$ cat src/rtl/filter_mode_ctrl.sv
`timescale 1ns/1ps
// filter_mode_ctrl
// Front-panel controller for the 5x5 convolution filter stage. It debounces
// three push-buttons and holds a pending filter mode and edge threshold. Both
// are committed together at the next frame start, so a frame never mixes
// settings. It also selects which filter output is passed to the pixel path.
//
// Ports:
//   clk, rst           pixel clock, synchronous active-high reset
//   btn_mode/up/down   raw asynchronous push-buttons, active-high
//   x_pixel, y_pixel   current raster position
//   disp_enable        active video
//   gray_in            unfiltered grayscale pixel
//   *_in               filter outputs (sobel, gaussian, average, laplacian)
//   threshold          committed edge threshold to the filter
//   mode               committed mode (0 bypass, 1 gauss, 2 avg, 3 sobel, 4 lap)
//   mode_pending       pending settings differ from the committed ones
//   pixel_out          selected pixel, one cycle of latency
module filter_mode_ctrl #(
    parameter int unsigned DEBOUNCE_CYCLES = 250000,
    parameter logic [7:0]  THR_DEFAULT     = 8'd64,
    parameter logic [7:0]  THR_STEP        = 8'd8
) (
    input  logic       clk,
    input  logic       rst,
    input  logic       btn_mode,
    input  logic       btn_up,
    input  logic       btn_down,
    input  logic [9:0] x_pixel,
    input  logic [9:0] y_pixel,
    input  logic       disp_enable,
    input  logic [7:0] gray_in,
    input  logic [7:0] sobel_in,
    input  logic [7:0] gaussian_in,
    input  logic [7:0] average_in,
    input  logic [7:0] laplacian_in,
    output logic [7:0] threshold,
    output logic [2:0] mode,
    output logic       mode_pending,
    output logic [7:0] pixel_out
);

    localparam int unsigned NUM_BTN  = 3;
    localparam int unsigned BTN_MODE = 0;
    localparam int unsigned BTN_UP   = 1;
    localparam int unsigned BTN_DOWN = 2;
    localparam int unsigned CNT_W    = $clog2(DEBOUNCE_CYCLES);

    // The counter only needs to reach DEBOUNCE_CYCLES-1: the accepting edge
    // is the one on which it would reach DEBOUNCE_CYCLES.
    localparam logic [CNT_W-1:0] CNT_LAST = CNT_W'(DEBOUNCE_CYCLES - 1);

    localparam logic [2:0] MODE_BYPASS    = 3'd0;
    localparam logic [2:0] MODE_GAUSSIAN  = 3'd1;
    localparam logic [2:0] MODE_AVERAGE   = 3'd2;
    localparam logic [2:0] MODE_SOBEL     = 3'd3;
    localparam logic [2:0] MODE_LAPLACIAN = 3'd4;

    typedef enum logic {
        IDLE  = 1'b0,
        ARMED = 1'b1
    } state_t;

    logic [NUM_BTN-1:0] btn_raw;
    logic [NUM_BTN-1:0] sync1;
    logic [NUM_BTN-1:0] sync2;
    logic [NUM_BTN-1:0] db;
    logic [NUM_BTN-1:0] press;
    logic [CNT_W-1:0]   db_cnt [NUM_BTN];

    logic [2:0] pend_mode;
    logic [7:0] pend_thr;
    logic [8:0] thr_sum_c;
    logic [7:0] thr_inc_c;
    logic [7:0] thr_dec_c;

    logic   frame_start_c;
    logic   differ_c;
    logic   commit_c;
    state_t state;
    state_t state_nxt;

    logic [7:0] pix_sel_c;

    assign btn_raw = {btn_down, btn_up, btn_mode};

    // Synchronize, debounce, and emit a one-cycle pulse on each accepted press.
    always_ff @(posedge clk) begin
        if (rst) begin
            sync1 <= '0;
            sync2 <= '0;
            db    <= '0;
            press <= '0;
            for (int unsigned i = 0; i < NUM_BTN; i++) begin
                db_cnt[i] <= '0;
            end
        end else begin
            sync1 <= btn_raw;
            sync2 <= sync1;
            for (int unsigned i = 0; i < NUM_BTN; i++) begin
                press[i] <= 1'b0;
                if (sync2[i] == db[i]) begin
                    db_cnt[i] <= '0;
                end else if (db_cnt[i] == CNT_LAST) begin
                    db_cnt[i] <= '0;
                    db[i]     <= sync2[i];
                    press[i]  <= sync2[i];
                end else begin
                    db_cnt[i] <= db_cnt[i] + CNT_W'(1);
                end
            end
        end
    end

    // Saturating threshold step, computed one bit wider to catch overflow.
    always_comb begin
        thr_sum_c = {1'b0, pend_thr} + {1'b0, THR_STEP};
        thr_inc_c = thr_sum_c[8] ? 8'hFF : thr_sum_c[7:0];
        thr_dec_c = (pend_thr < THR_STEP) ? 8'h00 : (pend_thr - THR_STEP);
    end

    // Pending settings; opposing up/down presses in one cycle cancel.
    always_ff @(posedge clk) begin
        if (rst) begin
            pend_mode <= MODE_BYPASS;
            pend_thr  <= THR_DEFAULT;
        end else begin
            if (press[BTN_MODE]) begin
                pend_mode <= (pend_mode == MODE_LAPLACIAN) ? MODE_BYPASS
                                                           : pend_mode + 3'd1;
            end
            if (press[BTN_UP] && !press[BTN_DOWN]) begin
                pend_thr <= thr_inc_c;
            end else if (press[BTN_DOWN] && !press[BTN_UP]) begin
                pend_thr <= thr_dec_c;
            end
        end
    end

    assign frame_start_c = disp_enable && (x_pixel == 10'd0) && (y_pixel == 10'd0);
    assign differ_c      = (pend_mode != mode) || (pend_thr != threshold);

    // Commit FSM state register.
    always_ff @(posedge clk) begin
        if (rst) begin
            state <= IDLE;
        end else begin
            state <= state_nxt;
        end
    end

    // Commit FSM next state; a commit always takes the pending value present
    // before this edge, so a coincident press re-arms on the following cycle.
    always_comb begin
        state_nxt = state;
        commit_c  = 1'b0;
        case (state)
            IDLE: begin
                if (differ_c) begin
                    state_nxt = ARMED;
                end
            end
            ARMED: begin
                if (frame_start_c) begin
                    commit_c  = 1'b1;
                    state_nxt = IDLE;
                end else if (!differ_c) begin
                    state_nxt = IDLE;
                end
            end
            default: state_nxt = IDLE;
        endcase
    end

    assign mode_pending = (state == ARMED);

    // Committed settings.
    always_ff @(posedge clk) begin
        if (rst) begin
            mode      <= MODE_BYPASS;
            threshold <= THR_DEFAULT;
        end else if (commit_c) begin
            mode      <= pend_mode;
            threshold <= pend_thr;
        end
    end

    // Output source select; unreachable codes fall back to bypass.
    always_comb begin
        pix_sel_c = gray_in;
        case (mode)
            MODE_GAUSSIAN:  pix_sel_c = gaussian_in;
            MODE_AVERAGE:   pix_sel_c = average_in;
            MODE_SOBEL:     pix_sel_c = sobel_in;
            MODE_LAPLACIAN: pix_sel_c = laplacian_in;
            default:        pix_sel_c = gray_in;
        endcase
    end

    // Single register stage for every mode keeps downstream alignment fixed.
    always_ff @(posedge clk) begin
        if (rst) begin
            pixel_out <= 8'h00;
        end else begin
            pixel_out <= disp_enable ? pix_sel_c : 8'h00;
        end
    end

endmodule
$ cat config.mk
export PLATFORM = sky130hd
export DESIGN_NAME = filter_mode_ctrl
export DESIGN_NICKNAME = d
export VERILOG_FILES = /design/src/rtl/filter_mode_ctrl.sv
export SDC_FILE = /design/constraint.sdc
export NUM_CORES = 1
export LEC_CHECK = 0
export CAP_MARGIN = 20
export CORE_MARGIN = 2
export CORE_UTILIZATION = 40
export CTS_CLUSTER_DIAMETER = 80
export DETAILED_ROUTE_END_ITERATION = 12
export SYNTH_ARGS = -nofsm -noshare
export SYNTH_HDL_FRONTEND = slang
export SYNTH_SLANG_ARGS = --single-unit
export TNS_END_PERCENT = 5
$ cat constraint.sdc
create_clock -name clk -period 5.1 [get_ports clk]
set_input_delay 1.53 -clock clk [delete_from_list [all_inputs] [get_ports clk]]
set_output_delay 1.53 -clock clk [all_outputs]
set_load 0.005 [all_outputs]
==> metrics.md <==
| Metric | Value |
|---|---|
| Status | complete, no violations |
| CTS tree | yes |
| Syn Area/Cell | 9.65 um^2 |
| WL/cell | 13.0 um |
| Pleak | 2.14 nW |
| Critical Path AT | 1.74 ns |
| Core area | 0.0125 mm^2 |
| Post-synth top area share | 0.318 |
| # Max-Cap Violations | 0 |
| CTS Hold Bufs | 0 |
| GRT Total Usage | 0.162 |
| Final Cycle Share | 0.641 |
| Register area share after synthesis | 0.471 |
| # Post-CTS Setup Buffers | 0 |
| Mapped Cells | 528 |
| Largest net degree at the start of global routing | 34 |
| Die width | 117 um |
| Die ar. | 0.0137 mm^2 |
| Number of global-route vias before repair | 3937 |
| Final slew viol count | 0 |
| Req. time, crit path | 3.57 ns |
| RSZ-0062 raised after global routing | no |
| Maximum VDD drop | 0.000126 V |
| Worst slew pin tran | 0.704 ns |
| Slowest-stage cell, CP | dfxtp_1 |
| Initial antenna violation count | 0 |
| Synth Register Bits | 93 |
| DRC viols | 0 |
| Clk_skew | 0.00477 ns |
| Min-delay src | sync1[2] |
| Crit start category | flop |
| CTS max path bufs | 2 |
| Buffers and inverters on the worst path | 1 |
| Cell taking the most area after synthesis | edfxtp_1 |
| Crit-path cells | clkdlybuf4s50_1 |
| Share of layout cells above drive strength 1 | 0.0499 |
| # setup viols final | 0 |
| Crit path time final | 3.27 ns |
| Layout net count | 730 |
| WS Path Type | reg -> out |
| Yosys warnings | 0 |
| RR Startpoint | db_cnt[1][5] |
| Antenna viol nets, final | 0 |
| Worst skew pair latency | 0.34 ns |
| Worst min-delay path category | reg -> reg |
| Post-synth EDFFs | 54 |
| Power density cells | 244 mW/mm^2 |
| Vias per Instance | 4.94 |
| Boundary Pins | 86 |
| P&R area growth vs syn | 28.6% |
| Top post-synthesis cells by area | edfxtp_1 (32%), dfxtp_1 (15%), xnor2_1 (7.9%), nor2_1 (5.4%), mux2i_1 (3.9%) |
| Global-route wire length before repair | 17600 um |
| Die height | 117 um |
| Max_slew headroom | 0.530 |
| Max stage delay on crit path | 0.77 ns |
| Most common cell in the netlist | nor2_1 |
| Netlist cell types | 50 |
| Final wirelength | 10900 um |
| Post-synth top flop | edfxtp_1 |
| Max Fanout on Critical Path | 13 |
| Post-CTS resize count | 0 |
| 1st-iter DRT viols | 166 |
| Highest Clock Rate | 0.306 GHz |
| DRT Pass-1 Iters | 4 |
| CTS buffer count | 9 |
| Worst Setup SP | mode[1] |
| Clk root buf | clkbuf_16 |
| Commonest cells post-synth | nor2_1 (74), edfxtp_1 (54), xnor2_1 (46) |
| Finished Core Util | 0.524 |
| Row count | 41 |
| DPL Wire Length | 8010 um |
| Final Hold Viols | 0 |
| Clock Sink Count | 93 |
| Vias | 4118 |
| H-tree Lvls | 3 |
| Starting Density | 0.407 |
| Top delay family on crit path | flip-flops |
| GP Congestion | 0.803 |
| GRT Residual Overflow | 0 |
| Worst Setup End Kind | output pin |
| Clock transition at path regs | 0.06 ns |
| Ant diodes | 0 |
| Cell Area, Synth | 0.00510 mm^2 |
| Post-synthesis async set-or-reset flop share | 0 |
| TNS Setup | 0 ns |
| I/O Buffers | 85 |
flip-flops by register name (all words and copies together) (netlist names):
| name | count |
|---|---|
| db | 3 |
| threshold | 6 |
| mode_pending | 1 |
| sync1 | 3 |
| pend_mode | 3 |
| sync2 | 3 |
| db_cnt | 54 |
| pixel_out | 8 |
| pend_thr | 6 |
| mode | 3 |
| press | 3 |
routing by layer:
metal,share of wire,global-route usage
met1,0.45,0.202
met2,0.47,0.275
met3,0.055,0.0355
met4,0.019,0.0659
met5,0,0
metrics by stage:
step                worst slack, ns  hold WS [ns]  std cells  power [W]  cell area (um^2)
CTS                            1.81         0.437        830    0.00162              6530
floorplan                      2.33         0.414        581   0.000904              5300
finish                         1.83         0.434        833    0.00160              6560
global route                   1.76         0.461        833    0.00167              6560
global placement               1.66         0.419        814   0.000969              6240
detailed placement             1.55         0.423        814   0.000971              6240
cells in the final DEF, fill, tap and decap left out, drive strengths merged, types with 5 or more instances in the layout:
| master | n |
|---|---|
| conb | 54 |
| buf | 5 |
| dfxtp | 39 |
| nor2b | 9 |
| ha | 8 |
| clkbuf | 13 |
| o21ai | 9 |
| xor2 | 13 |
| o22ai | 9 |
| xnor2 | 46 |
| a21oi | 15 |
| nand3 | 20 |
| or3 | 5 |
| mux2i | 20 |
| nor3b | 6 |
| edfxtp | 54 |
| nand2b | 21 |
| nand2 | 28 |
| nand4 | 22 |
| nor4 | 29 |
| inv | 15 |
| or2 | 8 |
| and3 | 5 |
| clkdlybuf4s50 | 85 |
| nor2 | 74 |
| nor3 | 18 |
kinds of logic after synthesis:
group	synth area share
simple gates	0.270
flops	0.471
xor+xnor	0.101
compound gates	0.0577
buf+inv	0.0383
mux	0.0415
fa+ha+maj	0.0196
other cells	0.000736
final timing paths:
kind / cells after the start / to / slack (ns)
hold / removal: 1 / sync2[2] / 0.43
setup / recovery: 1 / mode[1] / 1.83
hold reg to reg: 1 / sync2[2] / 0.43
setup reg to reg: 5 / db_cnt[1][9] / 2.80
cell type report:
type / count / area, um^2
Clock inverter: 3 / 17.5
Timing Repair Buffer: 90 / 888
Inverter: 15 / 56.3
Multi-Input combinational cell: 447 / 2710
Tap cell: 172 / 215
Clock buffer: 13 / 272
Sequential cell: 93 / 2400
Fill cell: 1208 / 5960
power breakdown:
part | total (W) | switching (W) | internal [W]
registers | 0.000843 | 0.0000257 | 0.000817
logic | 0.000114 | 0.0000413 | 0.0000723
clock network | 0.000645 | 0.000273 | 0.000372
Note: power is estimated with default switching activity, not from simulation.
